[src/rtl/seq_mag_cmp.sv]
// Multi-cycle MSB-first magnitude comparator with start/done handshake.
// Optional signed ordering enabled by defining SEQ_MAG_CMP_SIGNED_EN.
module seq_mag_cmp #(
  parameter int WIDTH = 8,
  parameter int DIGIT = 1
) (
  input  logic             clk,
  input  logic             rst_n,
  input  logic             start,
  input  logic [WIDTH-1:0] a,
  input  logic [WIDTH-1:0] b,
  input  logic [2:0]       mode,
`ifdef SEQ_MAG_CMP_SIGNED_EN
  input  logic             signed_mode,
`endif
  output logic             busy,
  output logic             done,
  output logic             gt,
  output logic             lt,
  output logic             eq,
  output logic             result
);

  localparam int STEPS = WIDTH / DIGIT;
  localparam int CW    = (STEPS > 1) ? $clog2(STEPS) : 1;

  typedef enum logic [1:0] {IDLE, RUN, DONE} state_t;

  state_t           stateQ, stateD;
  logic [WIDTH-1:0] aSh, bSh;
  logic [WIDTH-1:0] aCap, bCap;
  logic [2:0]       modeQ;
  logic [CW-1:0]    cnt;
  logic             decided, gtD, ltD;

  logic             accept, lastStep;
  logic [DIGIT-1:0] aDig, bDig;
  logic             digDiff, newDecided, newGt, newLt, modeRes;

  assign accept   = start && (stateQ != RUN);
  assign lastStep = (stateQ == RUN) && (cnt == '0);
  assign busy     = (stateQ == RUN);
  assign done     = (stateQ == DONE);

  always_comb begin
    stateD = stateQ;
    case (stateQ)
      IDLE:    if (start) stateD = RUN;
      RUN:     if (cnt == '0) stateD = DONE;
      DONE:    stateD = start ? RUN : IDLE;
      default: stateD = IDLE;
    endcase
  end

  // Flipping both MSBs maps two's-complement order onto unsigned order.
  always_comb begin
    aCap = a;
    bCap = b;
`ifdef SEQ_MAG_CMP_SIGNED_EN
    if (signed_mode) begin
      aCap[WIDTH-1] = ~a[WIDTH-1];
      bCap[WIDTH-1] = ~b[WIDTH-1];
    end
`endif
  end

  // The decision including the digit compared this cycle, so the final
  // step's digit is visible when the flags are latched.
  always_comb begin
    aDig       = aSh[WIDTH-1 -: DIGIT];
    bDig       = bSh[WIDTH-1 -: DIGIT];
    digDiff    = (aDig != bDig);
    newDecided = decided | digDiff;
    newGt      = decided ? gtD : (digDiff && (aDig > bDig));
    newLt      = decided ? ltD : (digDiff && (aDig < bDig));
    case (modeQ)
      3'd0:    modeRes = !newDecided;
      3'd1:    modeRes = newDecided;
      3'd2:    modeRes = newGt;
      3'd3:    modeRes = newGt | !newDecided;
      3'd4:    modeRes = newLt;
      3'd5:    modeRes = newLt | !newDecided;
      default: modeRes = 1'b0;
    endcase
  end

  always_ff @(posedge clk or negedge rst_n) begin
    if (!rst_n) stateQ <= IDLE;
    else        stateQ <= stateD;
  end

  always_ff @(posedge clk or negedge rst_n) begin
    if (!rst_n) begin
      aSh     <= '0;
      bSh     <= '0;
      modeQ   <= '0;
      cnt     <= '0;
      decided <= 1'b0;
      gtD     <= 1'b0;
      ltD     <= 1'b0;
      gt      <= 1'b0;
      lt      <= 1'b0;
      eq      <= 1'b0;
      result  <= 1'b0;
    end else if (accept) begin
      aSh     <= aCap;
      bSh     <= bCap;
      modeQ   <= mode;
      cnt     <= CW'(STEPS - 1);
      decided <= 1'b0;
      gtD     <= 1'b0;
      ltD     <= 1'b0;
      gt      <= 1'b0;
      lt      <= 1'b0;
      eq      <= 1'b0;
      result  <= 1'b0;
    end else if (stateQ == RUN) begin
      aSh     <= aSh << DIGIT;
      bSh     <= bSh << DIGIT;
      cnt     <= cnt - 1'b1;
      decided <= newDecided;
      gtD     <= newGt;
      ltD     <= newLt;
      if (lastStep) begin
        gt     <= newGt;
        lt     <= newLt;
        eq     <= !newDecided;
        result <= modeRes;
      end
    end
  end

endmodule

[config.mk]
export PLATFORM = sky130hd
export DESIGN_NAME = seq_mag_cmp
export DESIGN_NICKNAME = d
export VERILOG_FILES = /design/src/rtl/seq_mag_cmp.sv
export SDC_FILE = /design/constraint.sdc
export NUM_CORES = 1
export LEC_CHECK = 0
export ABC_AREA = 1
export CORE_AREA = 2 2 53 64
export DETAILED_ROUTE_END_ITERATION = 6
export DIE_AREA = 0 0 55 66
export MAX_ROUTING_LAYER = met4
export PLACE_DENSITY = 0.82
export RECOVER_POWER = 100
export SYNTH_ARGS = -nofsm -noshare
export SYNTH_HDL_FRONTEND = slang
export SYNTH_SLANG_ARGS = --single-unit
[constraint.sdc]
create_clock -name clk -period 1.95 [get_ports clk]
set_input_delay 0.4875 -clock clk [delete_from_list [all_inputs] [get_ports clk]]
set_output_delay 0.4875 -clock clk [all_outputs]
set_load 0.1 [all_outputs]
* Yosys cells after proc, flatten, opt, wreduce, memory -nomap -nowiden *
Cells that the tools add are included.

storage, ports and cells
  memories = 0
  latch bits = 0
  bits in read-only memories = 0
  input bits = 22
  output and inout bits = 6
  RAM bits = 0
  register bits = 31

operators by class
  reductions and logical operators = 12
  order comparisons = 2
  bitwise gates (word level) = 3
  multiply operators = 0
  add/sub/neg operators = 1
  shifts and indexed selects = 0
  equality and inequality tests = 11
  multiplexer cells = 31
  div/mod/pow operators = 0

operators by type and width
  cell                   number
  $mux W8                4
  $mux W1                21
  $eq A3 B2 Y1 const B   2
  $eq A3 B3 Y1 const B   2
  $logic_not A3 Y1       2
  $mux W3                2
  $pmux W1 S6            1
  $pmux W2 S3            1
  $logic_and A1 B1 Y1    4
  $mux W2                2
  $ne A2 B1 Y1 const B   2
  $reduce_and A2 Y1      2
  $reduce_bool A2 Y1     2
  $eq A3 B1 Y1 const B   1
  $or A1 B1 Y1           3
  $sub A3 B1 Y3 const B  1
  $eq A2 B1 Y1 const B   1
  $eq A2 B2 Y1 const B   1
  $logic_not A2 Y1       1
  $ne A2 B2 Y1 const B   1
  $gt A1 B1 Y1           1
  $logic_not A1 Y1       1
  $lt A1 B1 Y1           1
  $ne A1 B1 Y1           1

* Logic depth before layout (Yosys ltp) *
  word-level depth = 8
  mapped depth = 9
  gate-level depth less buffers = 9

* Worst setup path before layout *
Ideal clock, no wire load.

  kind = register to output
  from = register stateQ[0]
  to = output done
  buffers on the path = 0
  path slack = -0.217 ns
  cell stages (with the launch flop) = 2
  arrival time = 1.679 ns
  cells stage by stage = dfrtp_1 > nor2_1

on the way
  longest elaborated chain between the ends = 1

ends and longest elaborated chain
  what                    line  source
  from (decl)             29    state_t stateQ, stateD;
  from (signal assigned)  89    else stateQ <= stateD;
  $eq A2 B2 Y1            43    assign done = (stateQ == DONE);
  to (decl)               17    output logic done,

No other way between the ends.

* Worst setup path in the final report *
  from = register stateQ[1]
  to = output busy

on the way
  longest elaborated chain between the ends = 1

ends and longest elaborated chain
  what          line  source
  $eq A2 B1 Y1  42    assign busy = (stateQ == RUN);
  to (decl)     16    output logic busy,

No other way between the ends.

==> impl_metrics.csv <==
group,metric,value,unit
sta,fin_crit_sh,0.933,
global_routing,grt_max_degree,32,
job,drv_cap,0,
place,io_buffers,27,
critical_path,start_kind,"flip-flop",
detailed_routing,wl_per_cell,13.0,µm
hold_path,worstHoldEndpoint,"gt",
power,ir_drop,0.858,mV
hold_path,min_from,"gt",
global_routing,grt_pass1_wl,5.24,mm
synthesis,synth_ff_type,"dfrtp_1",
global_routing,grt_overflow,0,
finish,fillers,287,
place,place_ws,0.202,ns
global_routing,grt_antenna_before_repair,0,
synthesis,synthMuxAreaShare,0,
detailed_routing,via_per_inst,5.06,
critical_path,end_kind,"primary output",
synthesis,synthesis.yosys.warnings,0,
sta,setup_slack,0.131,ns
detailed_routing,drt_iter0_markers,30,
finish,drive_gt1_frac,0.0938,
clock_tree,post_cts_buffers,0,
critical_path,reg2regPathDepth,5,
synthesis,yosysSeqAreaShare,0.537,
synthesis,synth_cells,159,
sta,timing_max_transition_violations_final,0,
sta,finalCriticalPeriod,1.82,ns
detailed_routing,postRouteAntennaNets,0,
clock_tree,cts-root-buf,"clkbuf_4",
synthesis,yosys_register_bits,31,
sta,hold_viol,0,
clock_tree,path_clk_slew,0.09,ns
critical_path,crit_chain,"inv_1 -> nand2_4 -> inv_6 -> buf_6",
power,powerDensity,1490,mW/mm²
floorplanning,io_pins,28,
critical_path,cp_top_family,"buffers and inverters",
critical_path,worst-path-buf-inv,3,
sta,rsz0062_at_grt,"false",
floorplanning,die-area,0.00363,mm²
sta,max_freq,550,MHz
place,place.gp.congestion,0.874,
sta,setup_viol_count_final,0,
place,hpwlAfterDp,2.17,mm
finish,multi_input_area,505,µm²
critical_path,path_max_fanout,16,
finish,ff_latch_area,776,µm²
clock_tree,htreeDepth,2,
clock_tree,cts.sinks,31,
critical_path,required,1.46,ns
floorplanning,fp.dieH,66,µm
power,leakage,0.841,nW
critical_path,cp_slowest_cell,"dfrtp_1",
sta,slew_headroom,0.496,
synthesis,synth_top_family_by_area,"simple AND/OR/NAND/NOR gates",
synthesis,synth_fa_ha_area_frac,0.0347,
hold_path,whs_path_depth,2,
synthesis,syn_avg_cell_area,9.08,µm²
synthesis,synthSimpleGateAreaFrac,0.207,
detailed_routing,firstDrtPassIters,4,
critical_path,crit_type,"reg2out",
finish,area_delta_synth_final,22.4,%
sta,clock_skew,0.00954,ns
clock_tree,cts_tree,"yes",
critical_path,crit-reg2reg-launch,"stateQ[1]",
sta,tightest_slew,0.756,ns
sta,setup_tns,0,ns
detailed_routing,postRouteWirelength,2.97,mm
finish,antennaDiodeCount,0,
clock_tree,clk_latency,0.34,ns
floorplanning,start_util,0.477,
run_status,status,"finished clean",
critical_path,max_stage_delay,0.37,ns
critical_path,r2r_end,"aSh[5]",
floorplanning,core_area,0.00303,mm²
critical_path,cp.arrival,1.33,ns
synthesis,synth_xor_xnor_area_share,0,
clock_tree,clockBufferDepth,2,
detailed_routing,vias,1154,
synthesis,async_flop_share,1.00,
critical_path,rrSetupSlack,0.38,ns
synthesis,synthesis.nets,185,
global_routing,globalRouteTotalUtil,0.212,
clock_tree,cts_resized,0,
global_routing,grt_pass1_vias,1229,
floorplanning,num_rows,22,
finish,final_net_count,217,
floorplanning,die_w,55,µm
clock_tree,holdBufCountCts,0,
synthesis,synth-edff-count,0,
detailed_routing,drc,0,
synthesis,netlist_area,0.00144,mm²
synthesis,synth_compound_area_frac,0.123,
clock_tree,cts_buffers,5,
hold_path,hold_class,"reg2reg",
synthesis,synth_cell_types,22,
## metal layers
| metal | vias up | routed length [µm] | GRT usage |
|---|---|---|---|
| li1 | 574 | - | - |
| met1 | 539 | 1180 | 0.226 |
| met2 | 33 | 1560 | 0.345 |
| met3 | 8 | 155 | 0.0566 |
| met4 | 0 | 73 | 0.119 |
| met5 | - | 0 | - |
## kinds of logic (layout without fill, tap and decap cells)
logic type / Yosys count / after routing
flops: 31 / 31
buf+inv: 30 / 63
fa+ha+maj: 4 / 4
compound gates: 27 / 27
simple gates: 67 / 67
## synth_stat cells (2+ instances only)
| cell type | n | area [µm²] |
|---|---|---|
| nand3_1 | 5 | 25.0 |
| nand2_1 | 53 | 199 |
| buf_6 | 3 | 33.8 |
| o221ai_1 | 7 | 61.3 |
| o21ai_1 | 5 | 25.0 |
| o211ai_1 | 6 | 45.0 |
| and2_1 | 2 | 12.5 |
| o21ai_0 | 7 | 35.0 |
| inv_1 | 24 | 90.1 |
| ha_1 | 4 | 50.1 |
| nor2_1 | 2 | 7.51 |
| dfrtp_1 | 31 | 776 |
## cell type report
class,instances,area share
clock buffer,8,0.0389
multi-input combinational,98,0.286
tap,36,0.0255
timing repair buffer,29,0.153
sequential,31,0.439
inverter,26,0.0580
## how the worst max path moves through the flow
stage / to / startpoint / depth (start not counted)
floorplan: done / stateQ[0] / 1
global placement: bSh[4] / start / 6
detailed placement: bSh[4] / start / 6
CTS: busy / stateQ[1] / 4
global route: busy / stateQ[1] / 4
finish: busy / stateQ[1] / 4
## power by group
| part | internal [mW] | switching (mW) | total, mW |
|---|---|---|---|
| Combinational | 0.360 | 0.816 | 1.18 |
| Sequential | 0.894 | 0.134 | 1.03 |
| Clock | 0.212 | 0.221 | 0.433 |
| Total | 1.47 | 1.17 | 2.64 |
## cell usage in the layout, fill, tap and decap left out, types with 2 or more instances in the layout
master	synthesis	final
clkbuf_8	0	2
o21ai_1	5	3
o21ai_0	7	9
clkdlybuf4s50_1	0	20
o211ai_1	6	6
nand3_1	5	5
clkbuf_2	0	5
nand2_1	53	54
ha_1	4	4
inv_1	24	24
clkbuf_4	0	5
dfrtp_1	31	31
nor2_1	2	4
o221ai_1	7	7
and2_1	2	2
clkbuf_1	0	2
## worst reg2reg max path, stage by stage, from the launching register on
cell and delay [ns]:
dfrtp_1 0.37, inv_1 0.10, nand2_4 0.14, nand2_1 0.37, clkbuf_1 0.31, o221ai_1 0.15
## state kept, by name, summed over array words and instances, names as in the netlist
name / flops
eq: 1
stateQ: 2
cnt: 3
gt: 1
gtD: 1
bSh: 8
decided: 1
result: 1
modeQ: 3
ltD: 1
lt: 1
aSh: 8
## stage by stage
step	power (mW)	cell area, µm²	std cells	util	hold WS, ns
4_1_cts	2.81	1870	228	0.617	0.503
6_report	2.64	1770	228	0.584	0.488
3_3_place_gp	2.31	1800	220	0.594	0.475
3_5_place_dp	2.38	1800	220	0.594	0.483
5_1_grt	2.85	1770	228	0.584	0.506
2_1_floorplan	1.98	1450	159	-	0.192
(Power assumes the default switching activity.)
==> variant 1, RTL diff (same settings) <==
Re-encode `state_t` (3 states) as one-hot, 3 bits wide.
--- a/src/rtl/seq_mag_cmp.sv
+++ b/src/rtl/seq_mag_cmp.sv
@@ -26,3 +26,3 @@
 
-  typedef enum logic [1:0] {IDLE, RUN, DONE} state_t;
+  typedef enum logic [2:0] {IDLE = 3'b001, RUN = 3'b010, DONE = 3'b100} state_t;
 
Formal check against the unedited RTL: same outputs for any inputs over 10 cycles, from zero or initial values and one cycle with rst_n low; not proved beyond that.
==> variant 1 against the original RTL <==
  * Area after synthesis grew 5.3%
  * Worst hold slack lost 0.0044 ns
  * Synthesized cell count grew 18%
  * Setup slack lost 0.026 ns
  * Power shrank 15%
  * Final area grew 6.1%
  * Wire length shrank 4.0%
  * Clock skew grew 0.0034 ns
  * Sequential cell count grew 1
  * Register-to-register slack lost 0.11 ns
  * Global-route usage shrank 1.5 points
  * Largest power group is now registers
==> variant 1: results (changes against the original RTL) <==
Layout fillers=282 (-1.7%); routability cong.=0.853 (-2.4%); CTS Buffer Depth=2 (unchanged); share of cells above drive strength 1=9.09% (-0.28 points); H-tree Lvls=2 (unchanged); Clock Root Buffer=clkbuf_4; Post-DP HPWL=2130 um (-1.9%); total clock buffers created by CTS=5 (unchanged); Area contributors post-synth=dfrtp_1, nand2_1, nand3_1, inv_1, ha_1; post-route ant nets=0 (unchanged); Initial DRC Count=36 (+20%); total number of vias=1250 (+8.3%); Tightest Hold Check Type=flop to flop; Port-buffer cells=27 (unchanged); largest net degree at the start of global routing=33 (+3.1%); vias per cell=4.88 (-3.5%); Clock Skew=0.0129 ns (+0.00336 ns); WP data arrival=1.36 ns (+0.03 ns); Post-synth EDFFs=0 (unchanged); syn_area_per_cell=8.13 um^2 (-10%); critical path peak fanout=10 (-6); LEAKAGE=0.947 nW (+13%); ys async rst share=100% (unchanged); worst vdd ir=1.12 mV (+31%); DRT Pass-1 Iters=4 (unchanged); global-route wire length before repair=5020 um (-4.2%); initial antenna violation count=0 (unchanged); run status=complete, no violations; register clock-pin slew on the reported worst setup and hold paths=0.09 ns (about the same); Worst-Margin Slew=0.757 ns (+0.000811 ns); wire per inst=11.1 um (-14%); R2R Setup Slk=0.27 ns (-0.11 ns); Synth Flop Type=dfrtp_1; GRT Resource Usage Total=19.7% (-1.5 points); Final nets=245 (+13%); top cells by count, synth=nand2_1, dfrtp_1, inv_1; clock latency on the worst-skew pair=0.34 ns (about the same); vias in the first global route=1181 (-3.9%); Cell variety after synth=20 (-9.1%); Yosys warning count=0 (unchanged); Top Registers=aSh x8, bSh x8; net count after synthesis=213 (+15%); post-synthesis sequential area ratio=52.8% (-0.97 points); Inserted Diodes=0 (unchanged)
==> variant 1: cell count changes in the layout (fill, tap and decap cells not counted), moves of 4 or more <==
cell,before,now
o221ai_1,7,0
nand2_1,54,81
nor2_1,4,8
inv_1,24,18
nand3_1,5,15
==> variant 1: cells by family after synthesis <==
group,after synthesis,synth area share (%)
DFF,32,52.8
and+or+nand+nor,108,29.5
AOI/OAI and AO/OA,17,6.34
buffers and inverters,26,8.07
adders and majority gates,4,3.29
==> variant 1: report_power, final <==
group | leakage [nW] | internal, mW | switching (mW)
combinational | 0.520 | 0.300 | 0.507
clock | 0.0315 | 0.176 | 0.229
sequential | 0.396 | 0.889 | 0.143
total | 0.947 | 1.37 | 0.880
==> variant 1: layout make-up <==
| type | instances | area share [%] |
|---|---|---|
| clock buffer | 7 | 2.94 |
| clock inverter | 1 | 0.400 |
| inverter | 20 | 4.27 |
| multi-input combinational | 129 | 31.8 |
| sequential | 32 | 42.8 |
| tap | 36 | 2.40 |
| timing repair buffer | 31 | 15.5 |
==> variant 1: worst paths after layout <==
path | from | endpoint | cells past startpoint
min reg2reg | result | result | 2
min in group asynchronous | rst_n | bSh[2] | 2
max in group asynchronous | rst_n | gt | 2
max | stateQ[0] | busy | 4
max reg2reg | stateQ[0] | aSh[1] | 6
min | result | result | 2
==> variant 1: critical path: stages (launching register included) <==
cell and delay, ns:
dfstp_2 0.56, inv_1 0.09, nand3_4 0.13, inv_6 0.08, buf_12 0.17
==> variant 1: per-layer routing <==
| metal | share of wire [%] | up-vias | GRT usage (%) |
|---|---|---|---|
| li1 | - | 651 | - |
| met1 | 47 | 567 | 26.2 |
| met2 | 47 | 28 | 29.0 |
| met3 | 5.4 | 4 | 6.11 |
| met4 | 0.91 | 0 | 5.49 |
| met5 | 0 | - | - |
==> variant 1: stage by stage <==
| stage | setup slack (ns) | hold slack (ns) | total power, mW | cell area [um^2] |
|---|---|---|---|---|
| 2_1_floorplan | 0.178 | 0.192 | 1.65 | 1530 |
| 3_3_place_gp | 0.235 | 0.467 | 1.84 | 1890 |
| 3_5_place_dp | 0.176 | 0.469 | 1.88 | 1890 |
| 4_1_cts | 0.0394 | 0.494 | 2.29 | 1950 |
| 5_1_grt | 0.0224 | 0.504 | 2.44 | 1880 |
| 6_report | 0.105 | 0.483 | 2.24 | 1880 |
==> variant 1: what timing repair did <==
| action | CTS | global route |
|---|---|---|
| hold endpoints to repair | 0 | 0 |
| resized for setup | 1 | 1 |
| setup endpoints to repair | 1 | 1 |
| setup buffers | 0 | 0 |
==> variant 2, RTL diff (config.mk and constraints unchanged) <==
Without the edit above. `WIDTH`: 8 -> 16.
--- a/src/rtl/seq_mag_cmp.sv
+++ b/src/rtl/seq_mag_cmp.sv
@@ -3,3 +3,3 @@
 module seq_mag_cmp #(
-  parameter int WIDTH = 8,
+  parameter int WIDTH = 16,
   parameter int DIGIT = 1
Ports: changed (resized a and b); port bits go from 28 to 44. The function was not compared with the original's and may differ.
==> variant 2 against the original RTL <==
  * Count of clock-buffer cells in the layout fell by 3
  * Highest routed layer unchanged
  * Final area rose by 47%
  * Setup slack improved by 0.023 ns
  * Sequential cell count rose by 17
  * Wire length rose by 58%
  * Largest cell class unchanged
  * Clock power fell by 8.1%
  * Area after synthesis rose by 52%
  * Via count rose by 56%
  * Power rose by 34%
==> variant 2: results (changes against the original RTL) <==
top cells by count, synth=nand2_1, dfrtp_1, inv_1; Cell Area, Placed=2670 um^2 (+49%); post-synthesis sequential area ratio=54.9% (+1.2 points); Cell variety after synth=20 (-9.1%); max-slew violation count=0 (unchanged); Top Registers=aSh x16, bSh x16, cnt x4; Port-buffer cells=43 (+59%); global-route wire length before repair=7680 um (+46%); post-cts resize count=0 (unchanged); run status=complete, no violations; largest net degree at the start of global routing=49 (+53%); Final nets=322 (+48%); DRT Pass-1 Iters=4 (unchanged); Clock Skew=0.0112 ns (+0.00165 ns); share of cells above drive strength 1=6.81% (-2.6 points); pre-CTS setup slack=0.204 ns (+0.00172 ns); worst vdd ir=1.00 mV (+17%); total clock buffers created by CTS=5 (unchanged); ys async rst share=100% (unchanged); LEAKAGE=1.22 nW (+45%); H-tree Lvls=2 (unchanged); Critical Path Source Type=flop; setup bufs post-CTS=0 (unchanged); Clock Root Buffer=clkbuf_4; Post-DP HPWL=3390 um (+56%); CTS Buffer Depth=2 (unchanged); routability cong.=0.712 (-19%); vias per cell=5.72 (+13%); critical path peak fanout=8 (-8); Tightest Hold Check Type=primary input to async pin; Worst slew margin=22.7% (-27 points); initial antenna violation count=0 (unchanged); GRT Resource Usage Total=31.0% (+9.8 points); vias in the first global route=1765 (+44%); WP data arrival=1.31 ns (-0.02 ns); register clock-pin slew on the reported worst setup and hold paths=0.12 ns (+0.03 ns); Area contributors post-synth=dfrtp_1, nand2_1, inv_1, o221ai_1, o211ai_1; Routed WL=4700 um (+58%); Layout fillers=158 (-45%); Yosys warning count=0 (unchanged); Initial DRC Count=61 (+100%); DRC=0 (unchanged); Inserted Diodes=0 (unchanged); clock latency on the worst-skew pair=0.35 ns; net count after synthesis=277 (+50%)
==> variant 2: worst max-delay path: stages, from the launching register on <==
cell and delay [ns]:
dfrtp_1 0.38, inv_1 0.10, nand2_4 0.09, inv_2 0.14, buf_6 0.24
==> variant 2: worst paths after layout <==
check,startpoint,endpoint,slack [ns],depth (start not counted)
hold reg to reg,bSh[12],bSh[13],0.49,2
max in group asynchronous,rst_n,bSh[1],0.82,2
setup / recovery,stateQ[1],busy,0.15,4
setup reg to reg,stateQ[0],bSh[5],0.32,5
min in group clk,bSh[12],bSh[13],0.49,2
hold / removal,rst_n,bSh[15],0.43,2
==> variant 2: through the flow <==
step | instances | power, mW | util (%)
floorplan | 236 | 2.82 | -
global placement | 310 | 3.21 | 88.2
detailed placement | 310 | 3.31 | 88.2
CTS | 315 | 3.69 | 89.4
global route | 315 | 3.80 | 86.1
finish | 315 | 3.55 | 86.1
==> variant 2: kinds of logic after synthesis <==
logic type / share of synthesized area [%]
fa+ha+maj: 1.72
compound gates: 15.3
flops: 54.9
buf+inv: 11.1
simple gates: 17.0
==> variant 2: layout make-up <==
type,instances,area share [%]
sequential,48,46.1
multi-input combinational,140,28.2
timing repair buffer,47,16.9
inverter,39,5.62
tap,36,1.73
clock buffer,5,1.44
==> variant 2: layer usage <==
metal,up-vias,share of wire (%),global-route usage (%)
li1,856,-,-
met1,868,40,35.8
met2,61,53,51.3
met3,16,3.5,7.47
met4,0,2.9,11.9
met5,-,0,-
==> variant 2: where the power goes <==
group	leakage, nW	internal, mW	switching, mW
Sequential	0.609	1.39	0.186
Clock	0.0230	0.121	0.277
Combinational	0.589	0.531	1.04
